**config.mk**
```make
export PLATFORM = sky130hd
export DESIGN_NAME = exec_sequencer_flat
export DESIGN_NICKNAME = d
export VERILOG_FILES = /design/src/rtl/core_pkg.sv /design/src/rtl/exec_sequencer_if.sv /design/src/rtl/seq_timeout_counter.sv /design/src/rtl/exec_sequencer.sv /design/src/flat_wrapper.sv
export SDC_FILE = /design/constraint.sdc
export NUM_CORES = 1
export LEC_CHECK = 0
export ABC_AREA = 1
export CAP_MARGIN = 20
export CORE_ASPECT_RATIO = 1.75
export CORE_MARGIN = 3
export CORE_UTILIZATION = 51
export DETAILED_ROUTE_END_ITERATION = 7
export PLACE_DENSITY = 0.87
export SLEW_MARGIN = 20
export SYNTH_ARGS = -nofsm -noshare
export SYNTH_HDL_FRONTEND = slang
export SYNTH_HIERARCHICAL = 1
export SYNTH_SLANG_ARGS = --single-unit
```
**constraint.sdc**
```tcl
create_clock -name clk -period 10.2 [get_ports clk]
set_input_delay 2.04 -clock clk [delete_from_list [all_inputs] [get_ports clk]]
set_output_delay 2.04 -clock clk [all_outputs]
set_load 0.005 [all_outputs]
```
**src/rtl/core_pkg.sv**
```systemverilog
// core_pkg: shared constants and types for the core sequencer and its helpers.
//   XLEN / REG_SELECT_LEN : datapath width and register-select field width
//   OPC_OP / OPC_OP_IMM   : opcodes that map onto the two execution units
//   seq_state_t           : sequencer FSM states
//   trap_cause_t          : trap cause encoding reported on trap_cause
package core_pkg;

  localparam int XLEN           = 32;
  localparam int REG_SELECT_LEN = 5;

  localparam logic [6:0] OPC_OP     = 7'b0110011;
  localparam logic [6:0] OPC_OP_IMM = 7'b0010011;

  typedef enum logic [2:0] {
    ST_BOOT   = 3'd0,
    ST_FETCH  = 3'd1,
    ST_DECODE = 3'd2,
    ST_EXEC   = 3'd3,
    ST_WB     = 3'd4,
    ST_TRAP   = 3'd5
  } seq_state_t;

  typedef enum logic [1:0] {
    CAUSE_NONE    = 2'b00,
    CAUSE_ILLEGAL = 2'b01,
    CAUSE_TIMEOUT = 2'b10
  } trap_cause_t;

endpackage

```
**src/rtl/exec_sequencer_if.sv**
```systemverilog
// exec_sequencer_if: instruction-memory fetch port.
//   imem_req   : fetch request (master -> slave)
//   imem_addr  : fetch address (master -> slave)
//   imem_ack   : fetch data valid this cycle (slave -> master)
//   imem_rdata : fetched instruction word (slave -> master)
//
// Handshake: the master holds imem_req high with a stable imem_addr for as
// long as it waits for an instruction. A cycle with imem_req and imem_ack both
// high transfers imem_rdata; imem_ack is a single-cycle valid qualifier and is
// ignored whenever imem_req is low.
interface exec_sequencer_if #(
  parameter int XLEN = 32
);
  logic            imem_req;
  logic [XLEN-1:0] imem_addr;
  logic            imem_ack;
  logic [XLEN-1:0] imem_rdata;

  modport master (output imem_req, imem_addr, input imem_ack, imem_rdata);
  modport slave  (input imem_req, imem_addr, output imem_ack, imem_rdata);
endinterface

```
**src/rtl/seq_timeout_counter.sv**
```systemverilog
// seq_timeout_counter: wait-cycle counter for a memory handshake.
//   clk, rst : clock, asynchronous active-high reset
//   clear    : return count to zero (dominates incr)
//   incr     : count one more unanswered wait cycle
//   expired  : count has reached LIMIT-1, i.e. this is the last allowed cycle
module seq_timeout_counter #(
  parameter int LIMIT = 16
) (
  input  logic clk,
  input  logic rst,
  input  logic clear,
  input  logic incr,
  output logic expired
);
  localparam int W = $clog2(LIMIT) + 1;

  logic [W-1:0] count_q, count_d;

  always_comb begin
    count_d = count_q;
    if (clear)     count_d = '0;
    else if (incr) count_d = count_q + 1'b1;
  end

  always_ff @(posedge clk or posedge rst) begin
    if (rst) count_q <= '0;
    else     count_q <= count_d;
  end

  assign expired = (count_q == W'(LIMIT - 1));
endmodule

```
**src/rtl/exec_sequencer.sv**
```systemverilog
// exec_sequencer: multi-cycle control FSM for the single-issue core.
//   clk, rst          : clock, asynchronous active-high reset
//   imem              : instruction fetch port (exec_sequencer_if master)
//   instruction       : instruction register, broadcast to execution units
//   alu_reg_enable_n  : register-ALU enable, active low
//   alu_imm_enable_n  : immediate-ALU enable, active low
//   rf_we             : register-file write strobe
//   pc                : current program counter
//   retired           : retired-instruction count
//   trap, trap_cause  : sticky halt flag and its cause
//   dbg_state         : current FSM state
// Every output is decoded from state or registers only.
module exec_sequencer #(
  parameter int              XLEN        = 32,
  parameter logic [XLEN-1:0] RESET_PC    = '0,
  parameter int              EXEC_CYCLES = 2,
  parameter int              MEM_TIMEOUT = 16
) (
  input  logic                    clk,
  input  logic                    rst,
  exec_sequencer_if.master        imem,
  output logic [XLEN-1:0]         instruction,
  output logic                    alu_reg_enable_n,
  output logic                    alu_imm_enable_n,
  output logic                    rf_we,
  output logic [XLEN-1:0]         pc,
  output logic [XLEN-1:0]         retired,
  output logic                    trap,
  output logic [1:0]              trap_cause,
  output core_pkg::seq_state_t    dbg_state
);
  import core_pkg::*;

  localparam int EW = $clog2(EXEC_CYCLES) + 1;

  seq_state_t      state_q, state_d;
  logic [XLEN-1:0] pc_q, pc_d;
  logic [XLEN-1:0] instr_q, instr_d;
  logic [XLEN-1:0] retired_q, retired_d;
  trap_cause_t     cause_q, cause_d;
  logic [EW-1:0]   exec_cnt_q, exec_cnt_d;

  logic is_op, is_op_imm, rd_nonzero;
  logic tmo_clear, tmo_incr, tmo_expired;

  // Unit selection is decoded from the held instruction register, which
  // cannot change outside FETCH, so it stays stable through EXEC and WB.
  assign is_op      = (instr_q[6:0] == OPC_OP);
  assign is_op_imm  = (instr_q[6:0] == OPC_OP_IMM);
  assign rd_nonzero = (instr_q[7 +: REG_SELECT_LEN] != '0);

  // Wait count runs only while FETCH waits, and restarts on every exit.
  assign tmo_incr  = (state_q == ST_FETCH) && !imem.imem_ack;
  assign tmo_clear = (state_q != ST_FETCH) || (state_d != ST_FETCH);

  seq_timeout_counter #(.LIMIT(MEM_TIMEOUT)) u_fetch_timeout (
    .clk     (clk),
    .rst     (rst),
    .clear   (tmo_clear),
    .incr    (tmo_incr),
    .expired (tmo_expired)
  );

  // State register
  always_ff @(posedge clk or posedge rst) begin
    if (rst) begin
      state_q    <= ST_BOOT;
      pc_q       <= RESET_PC;
      instr_q    <= '0;
      retired_q  <= '0;
      cause_q    <= CAUSE_NONE;
      exec_cnt_q <= '0;
    end else begin
      state_q    <= state_d;
      pc_q       <= pc_d;
      instr_q    <= instr_d;
      retired_q  <= retired_d;
      cause_q    <= cause_d;
      exec_cnt_q <= exec_cnt_d;
    end
  end

  // Next state
  always_comb begin
    state_d    = state_q;
    pc_d       = pc_q;
    instr_d    = instr_q;
    retired_d  = retired_q;
    cause_d    = cause_q;
    exec_cnt_d = exec_cnt_q;
    case (state_q)
      ST_BOOT:   state_d = ST_FETCH;
      ST_FETCH: begin
        // An ack in the expiring cycle still wins over the timeout.
        if (imem.imem_ack) begin
          instr_d = imem.imem_rdata;
          state_d = ST_DECODE;
        end else if (tmo_expired) begin
          cause_d = CAUSE_TIMEOUT;
          state_d = ST_TRAP;
        end
      end
      ST_DECODE: begin
        if (is_op || is_op_imm) begin
          exec_cnt_d = '0;
          state_d    = ST_EXEC;
        end else begin
          cause_d = CAUSE_ILLEGAL;
          state_d = ST_TRAP;
        end
      end
      ST_EXEC: begin
        if (exec_cnt_q == EW'(EXEC_CYCLES - 1)) state_d = ST_WB;
        else                                    exec_cnt_d = exec_cnt_q + 1'b1;
      end
      ST_WB: begin
        pc_d      = pc_q + XLEN'(4);
        retired_d = retired_q + XLEN'(1);
        state_d   = ST_FETCH;
      end
      ST_TRAP:   state_d = ST_TRAP;
      default:   state_d = ST_BOOT;
    endcase
  end

  // Outputs
  always_comb begin
    imem.imem_req    = 1'b0;
    alu_reg_enable_n = 1'b1;
    alu_imm_enable_n = 1'b1;
    rf_we            = 1'b0;
    trap             = 1'b0;
    case (state_q)
      ST_FETCH: imem.imem_req = 1'b1;
      ST_EXEC: begin
        alu_reg_enable_n = !is_op;
        alu_imm_enable_n = !is_op_imm;
      end
      ST_WB: begin
        // Enable stays low so the unit keeps driving its result during the write.
        alu_reg_enable_n = !is_op;
        alu_imm_enable_n = !is_op_imm;
        rf_we            = rd_nonzero;
      end
      ST_TRAP:  trap = 1'b1;
      default:  ;
    endcase
  end

  assign imem.imem_addr = pc_q;
  assign instruction    = instr_q;
  assign pc             = pc_q;
  assign retired        = retired_q;
  assign trap_cause     = cause_q;
  assign dbg_state      = state_q;

  a_one_enable: assert property (@(posedge clk) disable iff (rst)
    (alu_reg_enable_n || alu_imm_enable_n));

endmodule
```
**src/flat_wrapper.sv**
```systemverilog
// flat-port wrapper written by rule: the top's interface ports become plain ports
module exec_sequencer_flat import core_pkg::*;
#(
  parameter int              XLEN        = 32,
  parameter logic [XLEN-1:0] RESET_PC    = '0,
  parameter int              EXEC_CYCLES = 2,
  parameter int              MEM_TIMEOUT = 16
)
  (clk, rst, instruction, alu_reg_enable_n, alu_imm_enable_n, rf_we, pc, retired, trap, trap_cause, dbg_state, imem_imem_req, imem_imem_addr, imem_imem_ack, imem_imem_rdata);
  exec_sequencer_if #(.XLEN(XLEN)) imem_i ();
  input  logic clk;
  input  logic rst;
  output logic [XLEN-1:0] instruction;
  output logic alu_reg_enable_n;
  output logic alu_imm_enable_n;
  output logic rf_we;
  output logic [XLEN-1:0] pc;
  output logic [XLEN-1:0] retired;
  output logic trap;
  output logic [1:0] trap_cause;
  output core_pkg::seq_state_t dbg_state;
  output wire logic [$bits(imem_i.imem_req)-1:0] imem_imem_req;
  output wire logic [$bits(imem_i.imem_addr)-1:0] imem_imem_addr;
  input wire logic [$bits(imem_i.imem_ack)-1:0] imem_imem_ack;
  input wire logic [$bits(imem_i.imem_rdata)-1:0] imem_imem_rdata;
  assign imem_imem_req = imem_i.imem_req;
  assign imem_imem_addr = imem_i.imem_addr;
  assign imem_i.imem_ack = imem_imem_ack;
  assign imem_i.imem_rdata = imem_imem_rdata;
  exec_sequencer #(.XLEN(XLEN), .RESET_PC(RESET_PC), .EXEC_CYCLES(EXEC_CYCLES), .MEM_TIMEOUT(MEM_TIMEOUT)) u_core (.clk(clk), .rst(rst), .imem(imem_i), .instruction(instruction), .alu_reg_enable_n(alu_reg_enable_n), .alu_imm_enable_n(alu_imm_enable_n), .rf_we(rf_we), .pc(pc), .retired(retired), .trap(trap), .trap_cause(trap_cause), .dbg_state(dbg_state));
endmodule
```
==> metrics.cfg <==
[status]
outcome=complete, no violations

[clock_network]
path_clk_slew_ps=70
clock_latency_ps=340
cts_max_path_buffers=2
cts_setup_buffers=0
cts_sinks=106
cts_root_buf=clkbuf_16
cts_max_level=3
tritoncts=built
cts_buffers=9
cts.hold.buffers_added=0
ctsResizeCount=0

[synth]
ys_ff_latch=106
synth.area.top_cells=dfrtp_1 48%, nand2_1 17%, buf_4 5.0%, inv_1 4.9%, nor2_1 3.8%
synth_top_area_cell=dfrtp_1
synthArstFlopShare=1.000
synth_warnings=6
synth_edf_count=0
synth_common_cells=245 x nand2_1, 106 x dfrtp_1, 72 x inv_1
netlist-cell-type-count=29
seq_area_frac_synth=0.4813
yosysMostFrequentCell=nand2_1
netlist.area_leader.share=0.4813
ys.flop_type=dfrtp_1
synth.avg_cell_area_um2=8.070
syn_area_mm2=0.005512
syn_inst=683

[cells_and_area]
multi_input_area_mm2=0.002255
final.fill_count=822
areaGrowthSynthToFinish_pct=32.92
antennaDiodeCount=0
final-seq-area_mm2=0.002653
drive_gt1_frac=0.05308
final_nets=864

[timing]
rsz0062_at_grt=no
fmax_mhz=230.9
fin_skew_ps=8.550
timing.final.crit_share=0.4247
final.min_clock_period_ps=4332
setup_tns_ps=0
maxSlewViolCount=0
tightest_slew_ps=876.3
finalSetupViolCount=0
hold_violations=0
max_slew_margin=0.4158

[critical_path]
r2r_start=u_core/dbg_state[0]$_DFF_PP0_
crit_start=u_core/dbg_state[0]$_DFF_PP0_
slowest_stage=dfrtp_1
crit_path_max_fanout=13
end_kind=output port
crit_required_ps=8160
slowest_delay_ps=520
cp-start-kind=register
arrival_ps=2290
worstSetupPathType=register to output port
r2r.worst_path.cells=7
worstPathCellList=nor2_1, nand2_1, nand2_1, nand3b_1, clkdlybuf4s50_1
r2r-end=u_core/retired[27]$_DFFE_PP0P_
r2r_setup_slack_ps=8250
crit_path_frequent_cell=nand2_1

[pwr]
ir_worst_vdd_mv=0.1719
cellPowerDensity_mw_per_mm2=179.5
leakagePower_nw=3.492
p_total_mw=1.315

[place]
gp_congestion=0.9048
dpl.hpwl_um=11170
port_buffers=168

[floorplan]
fp.dieH_um=143.5
die_x_um=84.59
std_cell_rows=49
coreArea_mm2=0.01042
start_util=0.5288
io_pins=173
die_area_mm2=0.01214

[detailed_routing]
drt_iter0_drc=320
dr.pass1.iters=6
finalWirelength_um=14600
wl_per_cell_um=15.27
vias=5022
via_per_inst=5.253
drc_errors=0
antenna_left=0

[global_route]
grt_pass1_vias=5323
grt_pass1_wl_um=24060
grt_overflow_total=0
grt_usage=0.2443
grt_max_degree=70
grt_antenna_before_repair=0

[flow_run]
drv_cap=0

[worst_hold_path]
hold_path_end=u_core/instruction[17]$_DFFE_PP0P_
hold_depth=2
hp-start=u_core/instruction[17]$_DFFE_PP0P_
min_path_type=register to register

worst max-delay path: cells and delay by family, from the launching register on:
family / cells / cell delay, ps
and+or+nand+nor: 4 / 930
DFF: 1 / 520
buffers and inverters: 1 / 500
flip-flops by register name, summed over array words and instances, names as in the netlist:
signal / count
u_core/dbg_state: 3
u_core/exec_cnt_q: 2
u_core/imem.imem_addr: 30
u_core/instruction: 32
u_core/retired: 32
u_core/trap_cause: 2
u_core/u_fetch_timeout/count_q: 5
how the worst max path moves through the flow:
stage                                               end  slack, ps  cells after the start
after floorplan           u_core/dbg_state[0]$_DFF_PP0_       5510                      1
after global placement                 alu_reg_enable_n       6320                      5
after detailed placement               alu_reg_enable_n       6230                      5
after CTS                              alu_reg_enable_n       5870                      5
after global routing                   alu_reg_enable_n       5770                      5
final                                  alu_reg_enable_n       5870                      5
metal layers:
layer / global-route usage / part of all wire
met5: 0 / 0
met4: 0.1259 / 0.037
met3: 0.03844 / 0.052
met2: 0.4601 / 0.55
met1: 0.2584 / 0.36
through the flow:
stage                     worst slack (ps)  hold WS [ps]  cells  cell area [um^2]    util
after floorplan                       5513         453.0    686              5523       -
after global placement                6317         454.0    940              7043  0.6758
after detailed placement              6232         460.4    940              7043  0.6758
after CTS                             5868         478.7    956              7326  0.7029
after global routing                  5766         513.6    956              7326  0.7029
final                                 5868         478.8    956              7326  0.7029
where the power goes:
| part | total (mW) | internal (mW) | switching (mW) | leakage (nW) |
|---|---|---|---|---|
| sequential | 0.575 | 0.504 | 0.0715 | 1.41 |
| clock | 0.329 | 0.179 | 0.150 | 0.139 |
| combinational | 0.411 | 0.217 | 0.195 | 1.94 |
area by class of cell:
class	instances	share of cell area
tap	127	0.02169
inverter	74	0.03826
clock inverter	4	0.003587
multi-input combinational	463	0.3078
timing repair buffer	170	0.2316
sequential	106	0.3621
clock buffer	12	0.03501
cell families after synthesis:
logic type,after synthesis,share of synthesized area
AOI/OAI and AO/OA,19,0.01884
xor gates and xnor gates,34,0.05403
adders and majority gates,5,0.01135
buffers and inverters,117,0.1117
DFF,106,0.4813
other,1,0.0006804
and+or+nand+nor,401,0.3221
placed cells by master (no fill, tap or decap), types with 2 or more instances in the layout:
cell	n
ha_1	5
nand3_1	31
nor2_1	56
nor3_1	10
buf_4	2
inv_2	2
a21oi_1	3
xnor2_1	14
clkdlybuf4s50_1	168
inv_1	71
clkinv_2	2
dfrtp_1	106
nand2_1	245
nor2_2	11
nand2_2	2
conb_1	4
clkbuf_8	2
or2_2	3
nor2_4	2
clkbuf_16	9
nand3b_1	12
nand3_2	3
xor2_1	20
o21ai_0	13
nand4_1	23
Power figures use the tool's default switching activity.
